`src/rtl/irq_pkg.sv`:
```
// Shared types and constants for the interrupt controller slice.
package irq_pkg;

  // Arbitration/presentation FSM states
  typedef enum logic [1:0] {
    ST_IDLE    = 2'd0,
    ST_ARB     = 2'd1,
    ST_PRESENT = 2'd2
  } irq_state_e;

  // Register map
  localparam logic [23:0] ADDR_PRI_LO = 24'h002020;
  localparam logic [23:0] ADDR_PRI_HI = 24'h002021;
  localparam logic [23:0] ADDR_ENABLE = 24'h002023;
  localparam logic [23:0] ADDR_FLAGS  = 24'h002027;

  // Parameter defaults
  localparam int unsigned NUM_IRQ_DEFAULT  = 8;
  localparam logic [7:0]  VEC_BASE_DEFAULT = 8'h03;

endpackage

```
`src/rtl/irq_priority_encoder.sv`:
```
// Combinational arbiter: highest 2-bit priority among eligible sources,
// ties resolved toward the lowest index.
module irq_priority_encoder
#(
  parameter int unsigned NUM_IRQ = 8,
  parameter int unsigned IDX_W   = 3
) (
  input  logic [NUM_IRQ-1:0]   i_elig,
  input  logic [2*NUM_IRQ-1:0] i_pri,
  output logic                 o_valid,
  output logic [IDX_W-1:0]     o_index
);

  logic             w_found;
  logic [1:0]       w_best;
  logic [IDX_W-1:0] w_idx;

  // Scan upward; strict greater-than keeps the earlier index on a tie
  always_comb begin
    w_found = 1'b0;
    w_best  = '0;
    w_idx   = '0;
    for (int unsigned i = 0; i < NUM_IRQ; i++) begin
      if (i_elig[i] && (!w_found || (i_pri[2*i +: 2] > w_best))) begin
        w_found = 1'b1;
        w_best  = i_pri[2*i +: 2];
        w_idx   = IDX_W'(i);
      end
    end
  end

  assign o_valid = w_found;
  assign o_index = w_idx;

endmodule

```
`src/rtl/irq_controller.sv`:
```
// Prioritised interrupt controller: edge-detected flags, per-source enable
// and 2-bit priority, CPU level masking, single-vector presentation.
module irq_controller
  import irq_pkg::*;
#(
  parameter int unsigned NUM_IRQ  = NUM_IRQ_DEFAULT,
  parameter logic [7:0]  VEC_BASE = VEC_BASE_DEFAULT
) (
  input  logic               clk,
  input  logic               reset,
  input  logic               bus_write,
  input  logic               bus_read,
  input  logic [23:0]        bus_address_in,
  input  logic [7:0]         bus_data_in,
  output logic [7:0]         bus_data_out,
  input  logic [NUM_IRQ-1:0] irq_in,
  input  logic [1:0]         cpu_ilevel,
  output logic               cpu_irq,
  output logic [7:0]         cpu_irq_vector,
  input  logic               cpu_irq_ack
);

  localparam int unsigned IDX_W = $clog2(NUM_IRQ);

  logic [2*NUM_IRQ-1:0] r_pri;
  logic [2*NUM_IRQ-1:0] w_pri_nxt;
  logic [NUM_IRQ-1:0]   r_en;
  logic [NUM_IRQ-1:0]   w_en_nxt;
  logic [NUM_IRQ-1:0]   r_flag;
  logic [NUM_IRQ-1:0]   w_flag_nxt;
  logic [NUM_IRQ-1:0]   r_irq_q;
  logic [NUM_IRQ-1:0]   w_rise;
  logic [NUM_IRQ-1:0]   w_clr;
  logic [NUM_IRQ-1:0]   w_elig;
  logic [NUM_IRQ-1:0]   w_elig_nxt;
  irq_state_e           r_state;
  irq_state_e           w_state_nxt;
  logic [IDX_W-1:0]     r_idx;
  logic [IDX_W-1:0]     w_win_idx;
  logic                 w_win_valid;
  logic                 w_ack;
  logic                 w_wr_pri_lo;
  logic                 w_wr_pri_hi;
  logic                 w_wr_en;
  logic                 w_wr_flag;

  function automatic logic [NUM_IRQ-1:0] f_elig(
    input logic [NUM_IRQ-1:0]   flag,
    input logic [NUM_IRQ-1:0]   en,
    input logic [2*NUM_IRQ-1:0] pri,
    input logic [1:0]           lvl
  );
    logic [NUM_IRQ-1:0] res;
    res = '0;
    for (int unsigned i = 0; i < NUM_IRQ; i++) begin
      res[i] = flag[i] && en[i] && (pri[2*i +: 2] != 2'd0) && (pri[2*i +: 2] > lvl);
    end
    return res;
  endfunction

  assign w_wr_pri_lo = bus_write && (bus_address_in == ADDR_PRI_LO);
  assign w_wr_pri_hi = bus_write && (bus_address_in == ADDR_PRI_HI);
  assign w_wr_en     = bus_write && (bus_address_in == ADDR_ENABLE);
  assign w_wr_flag   = bus_write && (bus_address_in == ADDR_FLAGS);
  assign w_rise      = irq_in & ~r_irq_q;
  assign w_ack       = cpu_irq_ack && (r_state == ST_PRESENT);

  // Next register contents from bus writes, edges and acknowledge
  always_comb begin
    w_pri_nxt = r_pri;
    if (w_wr_pri_lo) w_pri_nxt[7:0]  = bus_data_in;
    if (w_wr_pri_hi) w_pri_nxt[15:8] = bus_data_in;
    w_en_nxt = w_wr_en ? bus_data_in : r_en;
    w_clr = '0;
    if (w_wr_flag) w_clr = bus_data_in;
    if (w_ack)     w_clr[r_idx] = 1'b1;
    // a new edge overrides any clear of the same bit
    w_flag_nxt = (r_flag & ~w_clr) | w_rise;
  end

  // Arbitration uses the registered state; withdrawal looks at the values
  // about to be registered so the request drops on the edge that removes it.
  assign w_elig     = f_elig(r_flag, r_en, r_pri, cpu_ilevel);
  assign w_elig_nxt = f_elig(w_flag_nxt, w_en_nxt, w_pri_nxt, cpu_ilevel);

  irq_priority_encoder #(
    .NUM_IRQ (NUM_IRQ),
    .IDX_W   (IDX_W)
  ) u_prio (
    .i_elig  (w_elig),
    .i_pri   (r_pri),
    .o_valid (w_win_valid),
    .o_index (w_win_idx)
  );

  // Configuration, flag and edge-detect registers
  always_ff @(posedge clk or negedge reset) begin
    if (!reset) begin
      r_pri   <= '0;
      r_en    <= '0;
      r_flag  <= '0;
      r_irq_q <= '0;
    end else begin
      r_pri   <= w_pri_nxt;
      r_en    <= w_en_nxt;
      r_flag  <= w_flag_nxt;
      r_irq_q <= irq_in;
    end
  end

  // FSM state and captured winner index
  always_ff @(posedge clk or negedge reset) begin
    if (!reset) begin
      r_state <= ST_IDLE;
      r_idx   <= '0;
    end else begin
      r_state <= w_state_nxt;
      if ((r_state == ST_ARB) && w_win_valid) r_idx <= w_win_idx;
    end
  end

  // Next-state logic: idle -> arbitrate -> present -> idle
  always_comb begin
    w_state_nxt = r_state;
    case (r_state)
      ST_IDLE:    if (|w_elig) w_state_nxt = ST_ARB;
      ST_ARB:     w_state_nxt = w_win_valid ? ST_PRESENT : ST_IDLE;
      ST_PRESENT: if (w_ack || !w_elig_nxt[r_idx]) w_state_nxt = ST_IDLE;
      default:    w_state_nxt = ST_IDLE;
    endcase
  end

  // CPU-facing request and vector, active only while presenting
  always_comb begin
    cpu_irq        = 1'b0;
    cpu_irq_vector = '0;
    if (r_state == ST_PRESENT) begin
      cpu_irq        = 1'b1;
      cpu_irq_vector = VEC_BASE + 8'(r_idx);
    end
  end

  // Register read-back mux
  always_comb begin
    bus_data_out = '0;
    if (bus_read) begin
      case (bus_address_in)
        ADDR_PRI_LO: bus_data_out = r_pri[7:0];
        ADDR_PRI_HI: bus_data_out = r_pri[15:8];
        ADDR_ENABLE: bus_data_out = r_en;
        ADDR_FLAGS:  bus_data_out = r_flag;
        default:     bus_data_out = '0;
      endcase
    end
  end

endmodule

```
`config.mk`:
```
export PLATFORM = sky130hd
export DESIGN_NAME = irq_controller
export DESIGN_NICKNAME = d
export VERILOG_FILES = /design/src/rtl/irq_pkg.sv /design/src/rtl/irq_priority_encoder.sv /design/src/rtl/irq_controller.sv
export SDC_FILE = /design/constraint.sdc
export NUM_CORES = 1
export LEC_CHECK = 0
export CAP_MARGIN = 20
export CORE_MARGIN = 2
export CORE_UTILIZATION = 40
export CTS_CLUSTER_DIAMETER = 30
export DETAILED_ROUTE_END_ITERATION = 6
export SYNTH_ARGS = -nofsm -noshare
export SYNTH_HDL_FRONTEND = slang
export SYNTH_SLANG_ARGS = --single-unit
```
`constraint.sdc`:
```
create_clock -name clk -period 20.8 [get_ports clk]
set_input_delay 5.2 -clock clk [delete_from_list [all_inputs] [get_ports clk]]
set_output_delay 5.2 -clock clk [all_outputs]
set_load 0.02 [all_outputs]
```
## After elaboration in Yosys (flattened, before gate mapping)

Cells that the tools add are included.

- Register bits: 45
- Input bits: 47
- Output and inout port bits: 17
- Logic and storage cells: 182

- Add/sub/neg operators: 1
- Magnitude comparators: 25
- Equal/unequal tests: 8
- Muxes and demuxes: 39
- Bitwise logic cells: 6
- Reduce and logical (&&, ||, !) cells: 97

Operators by type and width:

| cell | count |
|---|---|
| $eq A24 B14 Y1 const B | 4 |
| $logic_and A1 B1 Y1 | 62 |
| $mux W8 | 6 |
| $gt A2 B2 Y1 | 23 |
| $pmux W8 S4 | 1 |
| $reduce_bool A2 Y1 | 16 |
| $mux W2 | 12 |
| $and A8 B8 Y8 | 2 |
| $not A8 Y8 | 2 |
| $or A8 B8 Y8 | 2 |
| $mux W1 | 12 |
| $mux W3 | 4 |
| $logic_not A1 Y1 | 8 |
| $logic_or A1 B1 Y1 | 8 |
| $reduce_or A8 Y1 | 1 |
| $pmux W2 S3 | 1 |
| $add A2 B3 Y4 const A | 1 |
| $lt A3 B4 Y1 const B | 1 |
| $mux W4 | 1 |
| $bmux W1 S3 | 1 |
| $demux W1 S3 | 1 |
| $ge A3 B1 Y1 const B | 1 |
| $eq A2 B1 Y1 const B | 1 |
| $eq A2 B2 Y1 const B | 1 |
| other kinds (4) | 4 |

## Depth between registers and ports, before layout

Gate-level depths: netlist of run 1.

- Depth after elaboration: 34
- Gate-level depth with buffers: 51
- Mapped depth without buffers: 50

## By module

Synthesis of run 1 repeated with hierarchy kept, for this count alone.

- Cells, all modules: 432
- Area, all modules: 3945.0 um^2

Modules (own cells, without submodules):

| module | instances | cells an instance | area an instance (um^2) |
|---|---|---|---|
| irq_controller | 1 | 335 | 3271.9 |
| irq_priority_encoder | 1 | 97 | 673.1 |

## Least setup slack after synthesis of run 1

No wires, ideal clock.

- Path kind: input -> register
- Start point: in cpu_ilevel[1]
- End point: reg r_idx[2]
- Arrival time: 13116 ps
- Data required time: 20649 ps
- Path slack: 7534 ps
- Stages on the path: 46
- Cell sequence: inv_1 -> ha_1 -> nor2b_1 -> o211a_1 -> nand2_1 -> ha_1 -> nor2b_1 -> o21ai_0 -> o31a_1 -> a32o_1 -> inv_1 -> ha_1 -> nor2b_1 -> o21ai_0 -> a21oi_1 -> mux2i_1 -> ha_1 -> nand2_1 -> [10 not listed] -> o21bai_1 -> ha_1 -> a21oi_1 -> a21oi_1 -> o21bai_1 -> o21ai_0 -> o22a_1 -> ha_1 -> a21oi_1 -> a21oi_1 -> a21oi_1 -> or2_2 -> clkbuf_1 -> mux2_2 -> ha_1 -> a211oi_1 -> a311oi_1 -> a41oi_1

- Cells in the longest elaborated chain, start to end: 32
- Elaborated cells between the ends (all ways): 64

RTL lines:

| what | line | text |
|---|---|---|
| from (decl) | irq_controller.sv:17 | `input logic [1:0] cpu_ilevel,` |
| $gt A2 B2 Y1 | irq_controller.sv:56 | `res[i] = flag[i] && en[i] && (pri[2*i +: 2] != 2'd0) && (pri[2*i +: 2] > lvl);` |
| $logic_and A1 B1 Y1 | irq_controller.sv:56 |  |
| $mux W2 or $mux W1 (tied branches) | irq_priority_encoder.sv:24 | `if (i_elig[i] && (!w_found \|\| (i_pri[2*i +: 2] > w_best))) begin` |
| $gt A2 B2 Y1 or $logic_not A1 Y1 (tied branches) | irq_priority_encoder.sv:24 |  |
| $logic_or A1 B1 Y1 | irq_priority_encoder.sv:24 |  |
| $logic_and A1 B1 Y1 | irq_priority_encoder.sv:24 |  |
| $mux W2 or $mux W1 (tied branches) | irq_priority_encoder.sv:24 |  |
| $gt A2 B2 Y1 or $logic_not A1 Y1 (tied branches) | irq_priority_encoder.sv:24 |  |
| [16 not listed] | n/a |  |
| $logic_or A1 B1 Y1 | irq_priority_encoder.sv:24 |  |
| $logic_and A1 B1 Y1 | irq_priority_encoder.sv:24 |  |
| $mux W2 or $mux W1 (tied branches) | irq_priority_encoder.sv:24 |  |
| $gt A2 B2 Y1 or $logic_not A1 Y1 (tied branches) | irq_priority_encoder.sv:24 |  |
| $logic_or A1 B1 Y1 | irq_priority_encoder.sv:24 |  |
| $logic_and A1 B1 Y1 | irq_priority_encoder.sv:24 |  |
| $mux W1 | irq_priority_encoder.sv:24 |  |
| $logic_and A1 B1 Y1 | irq_controller.sv:118 | `if ((r_state == ST_ARB) && w_win_valid) r_idx <= w_win_idx;` |
| to (signal assigned) | irq_controller.sv:118 |  |
| to (decl) | irq_controller.sv:38 | `logic [IDX_W-1:0] r_idx;` |

Parallel ways exist; a longest one is shown, timed or not.
A chain may end at the register's enable or synchronous reset.

## Final worst setup path of run 1

- Start point: in cpu_ilevel[1]
- End point: reg r_idx[1]

The elaborated chain is that of the path after synthesis.

==> results.yml, run 1 <==
finish:
  diodes: 0
  drive_gt1_frac: 0.0830
  num-fill-cells: 905
  multi_input_area_um2: 2510
  final_cell_mix: "clkdlybuf4s50_1, ha_1, dfrtp_1, inv_1, o21ai_0"
  syn_to_final_growth_pct: 21.9
  regArea_um2: 1130
  fin_cells: 611
  final_util: 0.505
  nets: 575
  final_common_cell: "clkdlybuf4s50_1"
die:
  initial_core_util: 0.415
  dieArea_um2: 10400
  row_count: 35
  io_pins: 64
  die_h_um: 102
  die_w_um: 102
  coreArea_um2: 9280
drt:
  ant_nets: 0
  viasPerCell: 5.59
  detail_route.first_pass.iterations: 4
  drcViolationCount: 0
  drtIter0Drc: 201
  wire_per_inst_um: 18.8
  wirelength_mm: 11.5
  route.vias.total: 3415
sta:
  tightest_slew_ns: 1.02
  max-slew-margin-rel: 0.312
  period_share: 0.710
  finalSetupViolCount: 0
  holdWs_ns: 0.459
  skew_ns: 0.0102
  rsz0062_at_grt: "false"
  finalSetupTns_ns: 0
  finalHoldViolations: 0
  finalCriticalPeriod_ns: 14.76
  report.final.slew_viol_count: 0
  fmax_mhz: 67.7
logic_synthesis:
  yosysUniqueCellTypes: 57
  synth.cell_area_um2: 3850
  ys_seq_area_frac: 0.293
  synthArstFlopShare: 1.00
  ys_seq_elements: 45
  synth-edff-count: 0
  yosysWarnings: 0
  synth_ff_type: "dfrtp_1"
  avgSynthCellArea_um2: 9.12
  netlist_instances: 422
critical_path:
  reg2reg_slack_ns: 11.41
  critPathMaxStageDelay_ns: 0.55
  cp_max_fo: 16
  worstSetupPathType: "in2reg"
  reg2reg_to: "r_idx[1]"
  worstSetupStartpointType: "input port"
  crit_required_ns: 20.96
  cp-end-kind: "register"
  r2r-start: "r_pri[1]"
  r2r_cells: 45
  arrival_ns: 14.93
  crit_path_top_delay_cell: "inv_1"
grt:
  grt_pass1_vias: 3528
  grt_max_degree: 46
  grt_first_pass_wirelength_mm: 18.4
  overflow: 0
  antenna_found_initial: 0
  grt.total_usage: 0.233
cts:
  cts_resized: 0
  ctsHoldBuffers: 0
  clock_sinks: 45
  cts_setup_buffers: 0
  htree_levels: 2
  path_clk_slew_ns: 0.09
  clk_path_buf_depth: 2
  clkLatencyLatePin_ns: 0.30
  cts_tree: "done"
  cts_buffers: 5
  clockRootBuffer: "clkbuf_8"
pwr:
  vdd_ir_drop_max_mv: 0.0253
  total_power_w: 0.000192
  powerDensity_nw_per_um2: 40.9
  p_leak_nw: 2.26
job:
  max_cap_violations: 0
min_path:
  whs_path_depth: 1
  hold_path_end: "r_flag[3]"
  hold_path_startpoint: "r_irq_q[3]"
  hp-class: "reg2reg"
placed_design:
  dp_cells: 602
  port_buffers: 59
  place_congestion: 0.978
  dp_hpwl_mm: 9.05
run_status:
  outcome: "complete, no violations"
registers in the layout, summed over array words and instances (netlist names):
signal and cells:
r_en 8, r_flag 8, r_idx 3, r_irq_q 8
r_pri 16, r_state 2
power by group:
group | switching [W] | leakage, nW | internal (W)
Sequential | 0.00000362 | 0.513 | 0.0000890
Clock | 0.0000320 | 0.0554 | 0.0000361
Combinational | 0.0000167 | 1.69 | 0.0000145
cells by family after synthesis:
kind of cell | share of synthesized area
multiplexers | 0.0962
buffers and inverters | 0.0605
AND/OR/NAND/NOR | 0.175
XOR/XNOR | 0.00228
AO/OA/AOI/OAI | 0.220
flip-flops | 0.293
adder cells (fa/ha/maj) | 0.153
other | 0.000974
synthesized netlist by cell type, types with 9 or more instances:
| library cell | number | area [um^2] |
|---|---|---|
| and2_1 | 9 | 56.3 |
| nor2b_1 | 16 | 100 |
| o21ai_0 | 31 | 155 |
| nor2_1 | 25 | 93.8 |
| o211ai_1 | 11 | 82.6 |
| nand2_1 | 29 | 109 |
| mux2i_1 | 19 | 190 |
| o22ai_1 | 9 | 56.3 |
| mux2_2 | 16 | 180 |
| a21o_1 | 16 | 120 |
| inv_1 | 42 | 158 |
| ha_1 | 47 | 588 |
| dfrtp_1 | 45 | 1130 |
| a21oi_1 | 18 | 90.1 |
routing by layer:
layer | routed length (um) | up-vias | GRT usage
met1 | 5130 | 1642 | 0.306
met3 | 673 | 10 | 0.0376
met2 | 5510 | 102 | 0.397
met4 | 169 | 0 | 0.0656
li1 | - | 1661 | -
met5 | 0 | - | 0
final cells by class:
cell class | count | area share
repair buffers | 63 | 0.134
multi-input cells | 324 | 0.534
well taps | 129 | 0.0344
clock inverters | 2 | 0.00827
flip-flops and latches | 45 | 0.240
clock buffers | 6 | 0.0155
inverters | 42 | 0.0336
worst max-delay path by stage:
| stage | to | cells past startpoint | from | slack (ns) |
|---|---|---|---|---|
| floorplan | r_idx[2] | 46 | cpu_ilevel[1] | 7.53 |
| global placement | r_idx[2] | 46 | cpu_ilevel[1] | 6.33 |
| detailed placement | r_idx[2] | 47 | cpu_ilevel[1] | 5.89 |
| CTS | r_idx[2] | 47 | cpu_ilevel[1] | 6.16 |
| global route | r_idx[2] | 50 | cpu_ilevel[1] | 5.25 |
| finish | r_idx[1] | 47 | cpu_ilevel[1] | 6.04 |
metrics by stage:
| stage | cell area [um^2] | setup WS, ns |
|---|---|---|
| 5_1_grt | 4690 | 5.25 |
| 2_1_floorplan | 3860 | 7.53 |
| 4_1_cts | 4670 | 6.16 |
| 3_3_place_gp | 4560 | 6.33 |
| 3_5_place_dp | 4560 | 5.89 |
| 6_report | 4690 | 6.04 |
critical path: cells and delay by family:
family | cells | cell delay [ns]
AOI/OAI and AO/OA | 26 | 4.65
adders and majority gates | 8 | 2.29
buffers and inverters | 3 | 1.00
muxes | 1 | 0.35
and+or+nand+nor | 9 | 1.41
No activity file was read; power rests on OpenSTA's default activity.
==> run 2: changes to the inputs <==
- PLACE_DENSITY: not set -> 0.65
- clock period: 20.8 -> 12 ns (I/O delays scaled with it)
==> results.yml, run 2 (same netlist as run 1, synthesis figures left out) <==
drt:
  wl_met2_mm: 5.28
  detail_route.first_pass.iterations: 5
  route.vias.total: 3507
  wl_met3_um: 825
  topRoutingLayerUsed: "met4"
  wirelength_mm: 11.5
  drt-met1-wl_mm: 5.17
  drtIter0Drc: 227
  wire_per_inst_um: 18.7
  drcViolationCount: 0
  ant_nets: 0
  viasPerCell: 5.70
critical_path:
  crit_path_top_delay_cell: "clkdlybuf4s50_1"
  arrival_ns: 11.67
  reg2reg_to: "r_idx[1]"
  worstSetupPathType: "in2reg"
  critPathMaxStageDelay_ns: 0.46
  worstSetupStartpointType: "input port"
  r2r_cells: 43
  reg2reg_slack_ns: 3.24
  crit_required_ns: 12.22
  cp_common_cell: "ha_1"
  cp_max_fo: 8
  r2r-start: "r_pri[1]"
  cp-end-kind: "register"
sta:
  finalSetupViolCount: 0
  finalHoldViolations: 0
  rsz0062_at_grt: "false"
  finalSetupTns_ns: 0
  fmax_mhz: 87.4
  report.final.slew_viol_count: 0
  period_share: 0.954
  finalCriticalPeriod_ns: 11.45
  tightest_slew_ns: 1.01
  max-slew-margin-rel: 0.319
  skew_ns: 0.0101
placed_design:
  dp_hpwl_mm: 8.85
  port_buffers: 59
  place_congestion: 0.952
  placed_cell_area_um2: 4570
  dp_cells: 603
pwr:
  vdd_ir_drop_max_mv: 0.0768
  swShare: 0.254
  power_frac_seq: 0.455
  p_leak_nw: 2.29
  power.internal_w: 0.000263
  powerDensity_nw_per_um2: 73.9
  pwr-share-comb: 0.154
  clkPwrFrac: 0.390
  p_switching_w: 0.0000896
run_status:
  outcome: "complete, no violations"
finish:
  final_cell_mix: "clkdlybuf4s50_1, ha_1, dfrtp_1, inv_1, o21ai_0"
  num-fill-cells: 893
  top_register: "r_pri"
  regArea_um2: 1130
  final_common_cell: "clkdlybuf4s50_1"
  largest_reg_flops: 16
  fin_cells: 615
  drive_gt1_frac: 0.105
  final_util: 0.514
  diodes: 0
  nets: 579
  multi_input_area_um2: 2530
  final_area_um2: 4770
  syn_to_final_growth_pct: 23.9
cts:
  ctsHoldBuffers: 0
  cts_tree: "done"
  clock_sinks: 45
  clkLatencyLatePin_ns: 0.30
  clockRootBuffer: "clkbuf_8"
  path_clk_slew_ns: 0.09
  htree_levels: 2
  cts_buffers: 5
  clk_path_buf_depth: 2
grt:
  overflow: 0
  antenna_found_initial: 0
  grt.total_usage: 0.227
  grt_max_degree: 46
  grt_pass1_vias: 3445
  grt_first_pass_wirelength_mm: 18.0
die:
  die_w_um: 102
  io_pins: 64
  row_count: 35
  initial_core_util: 0.415
  dieArea_um2: 10400
  die_h_um: 102
  coreArea_um2: 9280
min_path:
  whs_path_depth: 1
  hold_path_end: "r_state[0]"
  hold_path_startpoint: "r_state[1]"
  hp-class: "reg2reg"
job:
  max_cap_violations: 0
[run 2: final cells by class]
class                   instances  area share
clock buffers                   5      0.0144
clock inverters                 3      0.0136
inverters                      42      0.0331
multi-input cells             324       0.531
flip-flops and latches         45       0.236
well taps                     129      0.0338
repair buffers                 67       0.138
[run 2: layer usage]
layer / global-route usage / vias up
met4: 0.0636 / 0
met2: 0.377 / 142
met1: 0.307 / 1675
li1: - / 1672
met5: 0 / -
met3: 0.0356 / 18
[run 2: critical path, delay by kind of cell]
family          cells  cell delay (ns)
compound gates     23             3.82
mux                 2             0.60
buf+inv             4             0.72
simple gates        8             1.28
fa+ha+maj           8             2.23
[run 2: power groups by stage]
stage,registers [W],clock network [W],logic [W]
after floorplan,0.000158,0,0.0000259
after global placement,0.000163,0,0.0000524
after detailed placement,0.000163,0,0.0000533
after CTS,0.000160,0.000139,0.0000535
after global routing,0.000161,0.000144,0.0000593
final,0.000160,0.000137,0.0000544
[run 2: worst max-delay path by stage]
| stage | from | endpoint | slack, ns |
|---|---|---|---|
| final | cpu_ilevel[1] | r_idx[1] | 0.55 |
| after CTS | cpu_ilevel[1] | r_idx[1] | 0.14 |
| after floorplan | cpu_ilevel[1] | r_idx[2] | 0.93 |
| after global routing | cpu_ilevel[1] | r_idx[2] | 0.001 |
| after global placement | cpu_ilevel[1] | r_idx[1] | 0.24 |
| after detailed placement | cpu_ilevel[1] | r_idx[1] | -0.15 |
[run 2: what timing repair did]
action                     CTS  global route
setup endpoints to repair    0             3
setup buffers                0             3
resized for setup            0             7
[run 2: through the flow]
step           setup WS, ns  total power (W)  hold slack (ns)
6_report              0.555         0.000352            0.455
5_1_grt             0.00124         0.000364            0.482
4_1_cts               0.143         0.000352            0.456
3_5_place_dp         -0.149         0.000216            0.441
3_3_place_gp          0.238         0.000215            0.438
2_1_floorplan         0.934         0.000184            0.418
